**config.mk**
```make
export PLATFORM = sky130hd
export DESIGN_NAME = uart_rx
export DESIGN_NICKNAME = d
export VERILOG_FILES = /design/src/rtl/uart_pkg.sv /design/src/rtl/sync_ff.sv /design/src/rtl/uart_rx.sv
export SDC_FILE = /design/constraint.sdc
export NUM_CORES = 1
export LEC_CHECK = 0
export BUFFER_PORTS_ARGS = -buffer_cell sky130_fd_sc_hd__buf_4
export CORE_UTILIZATION = 40
export CTS_BUF_LIST = sky130_fd_sc_hd__clkbuf_8
export DETAILED_ROUTE_END_ITERATION = 7
export GPL_ROUTABILITY_DRIVEN = 1
export GPL_TIMING_DRIVEN = 0
export PLACE_DENSITY = 0.69
export SETUP_SLACK_MARGIN = 0.4
export SLEW_MARGIN = 20
export SYNTH_ARGS = -nofsm -noshare
export SYNTH_HDL_FRONTEND = slang
export SYNTH_HIERARCHICAL = 1
export SYNTH_SLANG_ARGS = --single-unit
```
**constraint.sdc**
```tcl
create_clock -name i_clk -period 3.24 [get_ports i_clk]
set_clock_uncertainty 0.1 [all_clocks]
set_input_delay 0.486 -clock i_clk [delete_from_list [all_inputs] [get_ports i_clk]]
set_output_delay 0.486 -clock i_clk [all_outputs]
set_load 0.01 [all_outputs]
```
**src/rtl/uart_pkg.sv**
```systemverilog
// Shared UART definitions: receiver/transmitter state encoding and word layout.
// Used by uart_rx today and by the planned uart_tx.
package uart_pkg;

    localparam int UART_DATA_BITS = 8;
    localparam int UART_WORD_W    = 9;
    localparam int FRAME_ERR_BIT  = 8;

    typedef enum logic [2:0] {
        IDLE,
        START,
        DATA,
        STOP,
        WAIT_IDLE
    } state_t;

endpackage

```
**src/rtl/sync_ff.sv**
```systemverilog
// Multi-flop synchronizer for a single asynchronous input.
// The reset value matches the input's idle level so no false edge is seen after reset.
module sync_ff #(
    parameter int   STAGES    = 2,
    parameter logic RESET_VAL = 1'b1
) (
    input  logic i_clk,
    input  logic i_rst,
    input  logic i_d,
    output logic o_q
);

    logic [STAGES-1:0] chain;

    always_ff @(posedge i_clk) begin
        if (i_rst) begin
            chain <= {STAGES{RESET_VAL}};
        end else begin
            chain <= {chain[STAGES-2:0], i_d};
        end
    end

    assign o_q = chain[STAGES-1];

endmodule

```
**src/rtl/uart_rx.sv**
```systemverilog
// 8N1 UART receiver feeding a 9-bit FIFO write port with {frame_err, data}.
// Bits are sampled at their midpoint; RTS follows the FIFO almost-full flag.
module uart_rx
    import uart_pkg::*;
#(
    parameter int CLKS_PER_BIT = 104,
    parameter int SYNC_STAGES  = 2
) (
    input  logic                   i_clk,
    input  logic                   i_rst,
    input  logic                   i_rx,
    output logic                   o_wr_en,
    output logic [UART_WORD_W-1:0] o_wr_data,
    input  logic                   i_fifo_full,
    input  logic                   i_fifo_almostfull,
    output logic                   o_rts_n,
    output logic                   o_overrun,
    input  logic                   i_clr_overrun,
    output logic                   o_busy
);

    localparam int CNT_W = $clog2(CLKS_PER_BIT);
    localparam int IDX_W = $clog2(UART_DATA_BITS);
    localparam int HALF  = CLKS_PER_BIT / 2;

    localparam logic [CNT_W-1:0] HALF_LAST = CNT_W'(HALF - 1);
    localparam logic [CNT_W-1:0] BIT_LAST  = CNT_W'(CLKS_PER_BIT - 1);
    localparam logic [IDX_W-1:0] IDX_LAST  = IDX_W'(UART_DATA_BITS - 1);

    logic                      rx_s;
    state_t                    state;
    logic [CNT_W-1:0]          cnt;
    logic [IDX_W-1:0]          bit_idx;
    logic [UART_DATA_BITS-1:0] shreg;

    sync_ff #(
        .STAGES    (SYNC_STAGES),
        .RESET_VAL (1'b1)
    ) u_rx_sync (
        .i_clk (i_clk),
        .i_rst (i_rst),
        .i_d   (i_rx),
        .o_q   (rx_s)
    );

    // Start is confirmed at mid start bit, so every later sample lands mid-bit.
    // Setting overrun is written after the clear so a coinciding set wins.
    always_ff @(posedge i_clk) begin
        if (i_rst) begin
            state     <= IDLE;
            cnt       <= '0;
            bit_idx   <= '0;
            shreg     <= '0;
            o_wr_en   <= 1'b0;
            o_wr_data <= '0;
            o_overrun <= 1'b0;
        end else begin
            o_wr_en <= 1'b0;
            if (i_clr_overrun) begin
                o_overrun <= 1'b0;
            end
            case (state)
                IDLE: begin
                    if (!rx_s) begin
                        state <= START;
                        cnt   <= '0;
                    end
                end
                START: begin
                    if (cnt == HALF_LAST) begin
                        cnt <= '0;
                        if (!rx_s) begin
                            state   <= DATA;
                            bit_idx <= '0;
                        end else begin
                            state <= IDLE;
                        end
                    end else begin
                        cnt <= cnt + 1'b1;
                    end
                end
                DATA: begin
                    if (cnt == BIT_LAST) begin
                        cnt            <= '0;
                        shreg[bit_idx] <= rx_s;
                        if (bit_idx == IDX_LAST) begin
                            state <= STOP;
                        end else begin
                            bit_idx <= bit_idx + 1'b1;
                        end
                    end else begin
                        cnt <= cnt + 1'b1;
                    end
                end
                STOP: begin
                    if (cnt == BIT_LAST) begin
                        cnt <= '0;
                        if (!i_fifo_full) begin
                            o_wr_en                          <= 1'b1;
                            o_wr_data[FRAME_ERR_BIT]         <= ~rx_s;
                            o_wr_data[UART_DATA_BITS-1:0]    <= shreg;
                        end else begin
                            o_overrun <= 1'b1;
                        end
                        state <= rx_s ? IDLE : WAIT_IDLE;
                    end else begin
                        cnt <= cnt + 1'b1;
                    end
                end
                WAIT_IDLE: begin
                    if (rx_s) begin
                        state <= IDLE;
                    end
                end
                default: state <= IDLE;
            endcase
        end
    end

    always_ff @(posedge i_clk) begin
        if (i_rst) begin
            o_rts_n <= 1'b1;
        end else begin
            o_rts_n <= i_fifo_almostfull;
        end
    end

    assign o_busy = (state != IDLE);

endmodule

```
Word-level counts from Yosys, hierarchy flattened
Cells that the tools add are included.
{"block": "word_totals", "out_inout_bits": 13, "register_bits": 35, "word_cells": 70, "inputBits": 6}
{"block": "classes", "magnitude_cmp": 2, "reduce_logical": 12, "n_addsub": 2, "mux": 26, "bitwise_logic": 4, "n_eq_ne": 15}
{"op": "3-bit 2-to-1 mux", "n": 11}
{"op": "7-bit 2-to-1 mux", "n": 3}
{"op": "7-bit case mux with 3 select lines", "n": 1}
{"op": "3-bit case mux with 5 select lines", "n": 1}
{"op": "2-bit inequality test, second input constant", "n": 7}
{"op": "8-bit bitwise mux", "n": 1}
{"op": "7-bit by 1-bit adder with 7-bit output, second input constant", "n": 1}
{"op": "7-bit by 6-bit equality test with 1-bit output, second input constant", "n": 1}
{"op": "7-bit equality test, second input constant", "n": 1}
{"op": "3-bit by 2-bit equality test with 1-bit output, second input constant", "n": 2}
{"op": "3-bit equality test, second input constant", "n": 2}
{"op": "1-bit 2-to-1 mux", "n": 6}
{"op": "3-bit case mux with 2 select lines", "n": 1}
{"op": "6-bit AND reduction", "n": 1}
{"op": "3-bit nonzero test", "n": 2}
{"op": "5-bit AND reduction", "n": 1}
{"op": "3-bit by 4-bit less-than comparator with 1-bit output, second input constant", "n": 1}
{"op": "1-bit inverter", "n": 4}
{"op": "2-bit AND reduction", "n": 2}
{"op": "3-bit by 1-bit adder with 3-bit output, second input constant", "n": 1}
{"op": "1-bit demux with 3-bit select", "n": 1}
{"op": "3-bit by 1-bit equality test with 1-bit output, second input constant", "n": 1}
{"op": "3-bit by 1-bit greater-or-equal comparator with 1-bit output, second input constant", "n": 1}
{"op": "3-bit zero test", "n": 1}
{"op": "7 further kinds", "n": 7}

Logic depth before layout (Yosys ltp)
Gate-level depths: netlist of run 1.
{"block": "logic_depth", "depth_word": 5, "mapped_depth": 6, "ltp_nobuf": 5}

Hierarchy
Netlist of run 1, hierarchy kept.
{"module": "uart_rx", "seq_area_each_um2": 660.6, "area_per_inst_um2": 1635.3, "cells_per_inst": 180, "n_inst": 1}
{"module": "sync_ff", "seq_area_each_um2": 40.0, "area_per_inst_um2": 52.6, "cells_per_inst": 4, "n_inst": 1}

Least setup slack after synthesis of run 1
Ideal clock, no wire load.
{"block": "synth_timing", "kind": "reg-to-reg", "startpoint": "reg cnt[0]", "endpoint": "reg cnt[5]", "n_path_buf": 0, "path_stages_with_launch": 6, "setup_time_ps": 131, "arrival_time_ps": 1572, "required_time_ps": 3009, "period_less_slack_ps": 1803, "path_slack_ps": 1437, "path_cell_list": "dfxtp_1 ha_1 or3b_1 o211a_2 o2111ai_1 o211ai_1"}
{"block": "synth_between", "elab_chain_len": 3, "word_cells_on_any_way": 6, "cone_classes": "add/sub: 1; eq/ne: 2; mux: 3"}
{"item": "from (decl)", "line_no": "uart_rx.sv:32", "source": "logic [CNT_W-1:0] cnt;"}
{"item": "from (signal assigned)", "line_no": "uart_rx.sv:79", "source": "cnt <= cnt + 1'b1;"}
{"item": "from (signal assigned)", "line_no": "uart_rx.sv:92", "source": "cnt <= cnt + 1'b1;"}
{"item": "from (signal assigned)", "line_no": "uart_rx.sv:107", "source": "cnt <= cnt + 1'b1;"}
{"item": "7-bit by 1-bit adder with 7-bit output, or another cell as far along", "line_no": "uart_rx.sv:79, uart_rx.sv:92, uart_rx.sv:107"}
{"item": "7-bit 2-to-1 mux, on equally long branches", "line_no": "uart_rx.sv:83, uart_rx.sv:96, uart_rx.sv:70"}
{"item": "7-bit case mux with 3 select lines (*)", "line_no": "uart_rx.sv:62", "source": "case (state)"}
Mark *: on every way between the ends. The rest lies on a longest branch, timed or not.
A chain may end at the register's enable or synchronous reset.

Worst setup path in the final report of run 1
{"block": "layout_timing", "startpoint": "reg state[2]", "endpoint": "out o_busy"}
{"block": "layout_between", "elab_chain_len": 1}
{"item": "from (decl)", "line_no": "uart_rx.sv:31", "source": "state_t state;"}
{"item": "from (signal assigned)", "line_no": "uart_rx.sv:105", "source": "state <= rx_s ? IDLE : WAIT_IDLE;"}
{"item": "3-bit nonzero test", "line_no": "uart_rx.sv:128", "source": "assign o_busy = (state != IDLE);"}
{"item": "to (decl)", "line_no": "uart_rx.sv:19", "source": "output logic o_busy"}
No other way between the ends.

==> results.json, run 1 <==
{
  "status": "finished clean",
  "yosysWarnings": 6,
  "endpoint": "o_busy",
  "timing.rr.start": "cnt[0]",
  "post_cts_resized": 0,
  "htreeDepth": 2,
  "worstPathRequired_ns": 2.65,
  "area_growth_pct": 19.57,
  "ant_nets": 0,
  "grt-ovfl-total": 0,
  "drc": 0,
  "rsz0062_at_grt": "false",
  "startpoint": "state[2]",
  "vias": 1421,
  "fmax_mhz": 495.8,
  "grt_pass1_wl_um": 6030,
  "die_area_um2": 4484,
  "synth_area_per_cell_um2": 9.173,
  "wl_per_cell_um": 13.17,
  "pre_cts_ws_ns": 1.271,
  "min_path_type": "input port to flip-flop",
  "crit_cells": 4,
  "dp_hpwl_um": 2439,
  "tns_ns": 0,
  "slew_viol_final": 0,
  "irDropWorstVdd_uv": 198.7,
  "final_nets": 218,
  "yosysSeqAreaShare": 0.4151,
  "power.switching_w": 0.0001796,
  "worst_slew_pin_slew_ns": 0.4753,
  "vias_per_cell": 5.465,
  "relSlewSlack": 0.6832,
  "p_comb_frac": 0.035,
  "internal_power_w": 0.0007497,
  "switching_share": 0.1932,
  "critPathKind": "flip-flop to output port",
  "drtPass1Iterations": 4,
  "start_util": 0.4189,
  "grt_max_degree": 12,
  "cp-start-kind": "flip-flop",
  "ys_top_cells_by_area": "dfxtp_1 (42%), mux2i_1 (9.5%), nand2_1 (4.4%)",
  "synth_nets": 193,
  "slowest_stage": "or3_1",
  "root_buffer": "clkbuf_8",
  "grt_pass1_vias": 1301,
  "synth-main-ff-cell": "dfxtp_1",
  "ys_async_sr_fraction": 0,
  "clock_sinks": 35,
  "antenna_found_initial": 0,
  "nFillCells": 401,
  "mostFrequentLayoutCells": "dfxtp_1 (35), buf_4 (20), nand2_1 (20)",
  "cts_tree": "done",
  "dr.first_iter.drc_count": 57,
  "track_usage": 0.1796,
  "layout_commonest_cell": "dfxtp_1",
  "p_leak_nw": 0.7711,
  "rows": 23,
  "clk_latency_ns": 0.29,
  "p_per_area_nw_per_um2": 460.4,
  "clkPwrFrac": 0.497,
  "cp-end-kind": "output port",
  "r2r_cells": 5,
  "seq_power_share": 0.468,
  "gp_congestion": 0.8356,
  "cpPeakStageDelay_ns": 0.38,
  "io_buffers": 18,
  "yosysTopAreaCellShare": 0.4151,
  "crit_buf_inv": 3,
  "yosys.area.top_type": "dfxtp_1",
  "cts_setup_buffers": 0,
  "synth.ff_latch_count": 35,
  "netlist_instances": 184,
  "finalSetupViolCount": 0,
  "die_h_um": 66.96,
  "holdBufCountCts": 0,
  "clockBufferDepth": 2,
  "finish.utilization": 0.5009,
  "setup_ws_ns": 1.223,
  "whs_ns": 0.2789,
  "synth_edf_count": 0,
  "drive_above_1_share": 0.1905,
  "crit-reg2reg-capture": "cnt[5]",
  "antennaDiodeCount": 0,
  "cp_data_arrival_time_ns": 1.43,
  "synthesis.area_um2": 1688,
  "reg2reg_setup_slack_ns": 1.24,
  "yosysUniqueCellTypes": 52,
  "min_period_ns": 2.017,
  "ios": 19,
  "min_period_over_period": 0.6225,
  "finalWirelength_um": 3424,
  "cp_max_fo": 10,
  "core_um2": 4029,
  "die_width_um": 66.96,
  "numCtsBuffers": 5,
  "clkSlewWorstSetupHoldPaths_ns": 0.07,
  "critical_path.cell_chain": "buf_6, buf_2, or3_1, buf_4",
  "cp_top_family": "buffers and inverters",
  "max-cap-violations": 0,
  "hold_viol": 0
}
## routing by layer
layer | track usage | part of all wire | vias up
li1 | - | - | 726
met4 | 0.08777 | 0.019 | 0
met3 | 0.03596 | 0.037 | 7
met5 | 0 | 0 | -
met2 | 0.2753 | 0.45 | 30
met1 | 0.2371 | 0.49 | 658
## state kept, by name, summed over array words and instances, names as in the netlist
register	flops
bit_idx	3
shreg	8
u_rx_sync/chain	2
cnt	7
o_overrun	1
o_wr_data	9
o_wr_en	1
state	3
o_rts_n	1
## synth_stat cells, types with 3 or more instances
cell	number
dfxtp_1	35
nand2_1	20
mux2i_1	16
nor2_1	14
a21oi_1	11
nand3_1	6
nand2b_1	5
o21ai_1	5
clkbuf_1	4
nand4_1	4
o211ai_1	4
a2111oi_0	3
and2_1	3
ha_1	3
nor2b_1	3
o21ai_0	3
## worst min path at each step
| stage | depth (start not counted) | from | slack, ns | endpoint |
|---|---|---|---|---|
| floorplan | 1 | u_rx_sync/chain[0] | 0.28 | u_rx_sync/chain[1] |
| global placement | 1 | u_rx_sync/chain[0] | 0.29 | u_rx_sync/chain[1] |
| detailed placement | 1 | u_rx_sync/chain[0] | 0.29 | u_rx_sync/chain[1] |
| CTS | 2 | i_fifo_almostfull | 0.27 | o_rts_n |
| global route | 2 | i_fifo_full | 0.28 | o_wr_en |
| finish | 2 | i_fifo_almostfull | 0.28 | o_rts_n |
## per-stage QoR
stage,instance area (um2),total power [W],instances
final,2018,0.0009292,260
after detailed placement,1886,0.0004777,252
after global routing,2018,0.0009614,260
after CTS,2018,0.0009390,260
after floorplan,1688,0.0004641,184
after global placement,1886,0.0004772,252
## area by class of cell
cell class / instances / area [um2] / share of cell area
plain buffers: 9 / 51.30 / 0.02542
clock buffers: 5 / 68.82 / 0.03410
clock inverters: 3 / 63.81 / 0.03162
inverters: 3 / 11.26 / 0.005580
multi-input cells: 137 / 924.6 / 0.4582
flip-flops and latches: 35 / 700.7 / 0.3472
well taps: 50 / 62.56 / 0.03100
repair buffers: 18 / 135.1 / 0.06696
## cells by family (layout without fill, tap and decap cells)
logic type,after synthesis,in the layout,synth area share
compound gates,41,41,0.1698
fa+ha+maj,3,3,0.02224
buf+inv,12,38,0.03706
flops,35,35,0.4151
mux,16,16,0.09488
simple gates,77,77,0.2609
## power groups by stage
stage | clock network (W) | registers, W | logic (W)
after global routing | 0.000490 | 0.000435 | 0.0000366
after CTS | 0.000471 | 0.000435 | 0.0000328
after global placement | 0 | 0.000445 | 0.0000321
after floorplan | 0 | 0.000445 | 0.0000194
after detailed placement | 0 | 0.000445 | 0.0000326
final | 0.000462 | 0.000435 | 0.0000324
No activity file was read; power rests on OpenSTA's default activity.
==> run 2, diff against run 1 <==
--- a/config.mk
+++ b/config.mk
@@ -11,7 +11,7 @@
 export DETAILED_ROUTE_END_ITERATION = 7
 export GPL_ROUTABILITY_DRIVEN = 1
 export GPL_TIMING_DRIVEN = 0
-export PLACE_DENSITY = 0.69
+export PLACE_DENSITY = 0.71
 export SETUP_SLACK_MARGIN = 0.4
 export SLEW_MARGIN = 20
 export SYNTH_ARGS = -nofsm -noshare
==> constraint.sdc (replaced) <==
create_clock -name i_clk -period 1.7 [get_ports i_clk]
set_clock_uncertainty 0.1 [all_clocks]
set_input_delay 0.255 -clock i_clk [delete_from_list [all_inputs] [get_ports i_clk]]
set_output_delay 0.255 -clock i_clk [all_outputs]
set_load 0.01 [all_outputs]
==> results.json, run 2 (same netlist as run 1, synthesis figures left out) <==
{
  "wl_per_cell_um": 14.79,
  "slowest_stage": "or3b_4",
  "layout_commonest_cell": "buf_4",
  "cp_data_arrival_time_ns": 1.85,
  "min_period_ns": 1.796,
  "min_path_type": "input port to flip-flop",
  "core_um2": 4029,
  "p_leak_nw": 0.8725,
  "drc": 0,
  "largestRegisters": "o_wr_data x9, shreg x8, cnt x7",
  "grt_max_degree": 11,
  "cp-start-kind": "flip-flop",
  "slew_viol_final": 0,
  "numCtsBuffers": 5,
  "placed_cells": 252,
  "nFillCells": 354,
  "rsz0062_at_grt": "true",
  "cts_tree": "done",
  "stdcell_count": 274,
  "tns_ns": -0.5458,
  "cp-end-kind": "flip-flop",
  "max-cap-violations": 0,
  "largest_reg_flops": 9,
  "clk_latency_ns": 0.28,
  "start_util": 0.4189,
  "antennaDiodeCount": 0,
  "min_period_over_period": 1.056,
  "multi_input_area_um2": 1096,
  "worstHoldPathCells": 2,
  "finalWirelength_um": 4052,
  "vias_per_cell": 5.474,
  "relSlewSlack": 0.6730,
  "vias": 1500,
  "setup_ws_ns": -0.09570,
  "timing.rr.start": "cnt[1]",
  "failed_checks": "negative setup slack",
  "crit-reg2reg-capture": "cnt[5]",
  "stdcell_area_um2": 2305,
  "rows": 23,
  "ios": 19,
  "die_area_um2": 4484,
  "drive_above_1_share": 0.3839,
  "dp_hpwl_um": 2462,
  "antenna_found_initial": 0,
  "gp_congestion": 0.8168,
  "irDropWorstVdd_uv": 515.0,
  "reg2reg_setup_slack_ns": -0.1,
  "die_h_um": 66.96,
  "final_nets": 233,
  "area_growth_pct": 36.55,
  "ant_nets": 0,
  "worst_slew_pin_slew_ns": 0.4905,
  "root_buffer": "clkbuf_8",
  "cpPeakStageDelay_ns": 0.43,
  "grt_pass1_wl_um": 6458,
  "fmax_mhz": 556.9,
  "drtPass1Iterations": 4,
  "hold_start": "i_rx",
  "r2r_cells": 5,
  "holdBufCountCts": 0,
  "cp_top_family": "compound AO/OA/AOI/OAI gates",
  "grt-ovfl-total": 0,
  "placed_area_um2": 1927,
  "htreeDepth": 2,
  "critical_path.cell_chain": "ha_4, or3b_4, o211a_4, o2111ai_2, o211ai_1",
  "clock_sinks": 35,
  "hold_viol": 0,
  "status": "finished, violations left",
  "finalSetupViolCount": 11,
  "dr.first_iter.drc_count": 70,
  "track_usage": 0.1961,
  "seqCellArea_um2": 716.9,
  "whs_ns": 0.04846,
  "die_width_um": 66.96,
  "whs_endpoint": "u_rx_sync/chain[0]",
  "io_buffers": 18,
  "worstPathRequired_ns": 1.76,
  "clkSlewWorstSetupHoldPaths_ns": 0.07,
  "crit_buf_inv": 0,
  "top_register": "o_wr_data",
  "grt_pass1_vias": 1433,
  "clockBufferDepth": 2,
  "p_per_area_nw_per_um2": 653.2,
  "cp_max_fo": 8,
  "mostFrequentLayoutCells": "buf_4 (30), dfxtp_1 (24), nand2_1 (19)",
  "critPathKind": "flip-flop to flip-flop"
}
[run 2: changes by cell type in the layout (fill, tap and decap cells not counted), sizes merged]
cell	change
buf	+15
bufinv	-2
clkbuf	+1
clkinv	+1
inv	-1
[run 2: area by class of cell]
class / instances / area share
multi-input cells: 137 / 0.4756
inverters: 3 / 0.004886
repair buffers: 33 / 0.1124
flip-flops and latches: 35 / 0.3111
plain buffers: 9 / 0.03094
clock inverters: 1 / 0.002172
well taps: 50 / 0.02714
clock buffers: 6 / 0.03583
[run 2: per-stage QoR]
step | total power (W) | setup slack, ns | util
floorplan | 0.0008876 | 0.01189 | -
global placement | 0.0009128 | -0.09403 | 0.4783
detailed placement | 0.0009140 | -0.1271 | 0.4783
CTS | 0.001514 | -0.03233 | 0.5416
global route | 0.001560 | -0.1254 | 0.5721
finish | 0.001506 | -0.09570 | 0.5721
[run 2: report_power, final]
group          internal, W  switching [W]  leakage [nW]
Combinational    0.0000299      0.0000439         0.538
Sequential        0.000824     0.00000579         0.288
Clock             0.000317       0.000285        0.0470
Total              0.00117       0.000334         0.873
[run 2: how the worst max path moves through the flow]
stage | from | cells after the start | slack (ns) | endpoint
3_3_place_gp | cnt[4] | 5 | -0.09 | o_wr_data[6]
5_1_grt | cnt[1] | 5 | -0.13 | bit_idx[2]
6_report | cnt[1] | 5 | -0.1 | cnt[5]
2_1_floorplan | state[2] | 5 | 0.01 | bit_idx[0]
3_5_place_dp | cnt[4] | 5 | -0.13 | o_wr_data[4]
4_1_cts | cnt[0] | 5 | -0.03 | bit_idx[2]
[run 2: timing repair]
action / in CTS / in global routing
gates cloned: 1 / 0
endpoints found under the setup margin: 33 / 33
pin swaps: 11 / 13
gates resized for setup: 28 / 19
setup buffers: 8 / 6
[run 2: routing by layer]
| layer | vias to the layer above | wire length (um) | track usage |
|---|---|---|---|
| li1 | 753 | - | - |
| met3 | 16 | 158 | 0.04281 |
| met1 | 696 | 1801 | 0.2348 |
| met4 | 0 | 123 | 0.09840 |
| met2 | 35 | 1968 | 0.3258 |
| met5 | - | 0 | 0 |
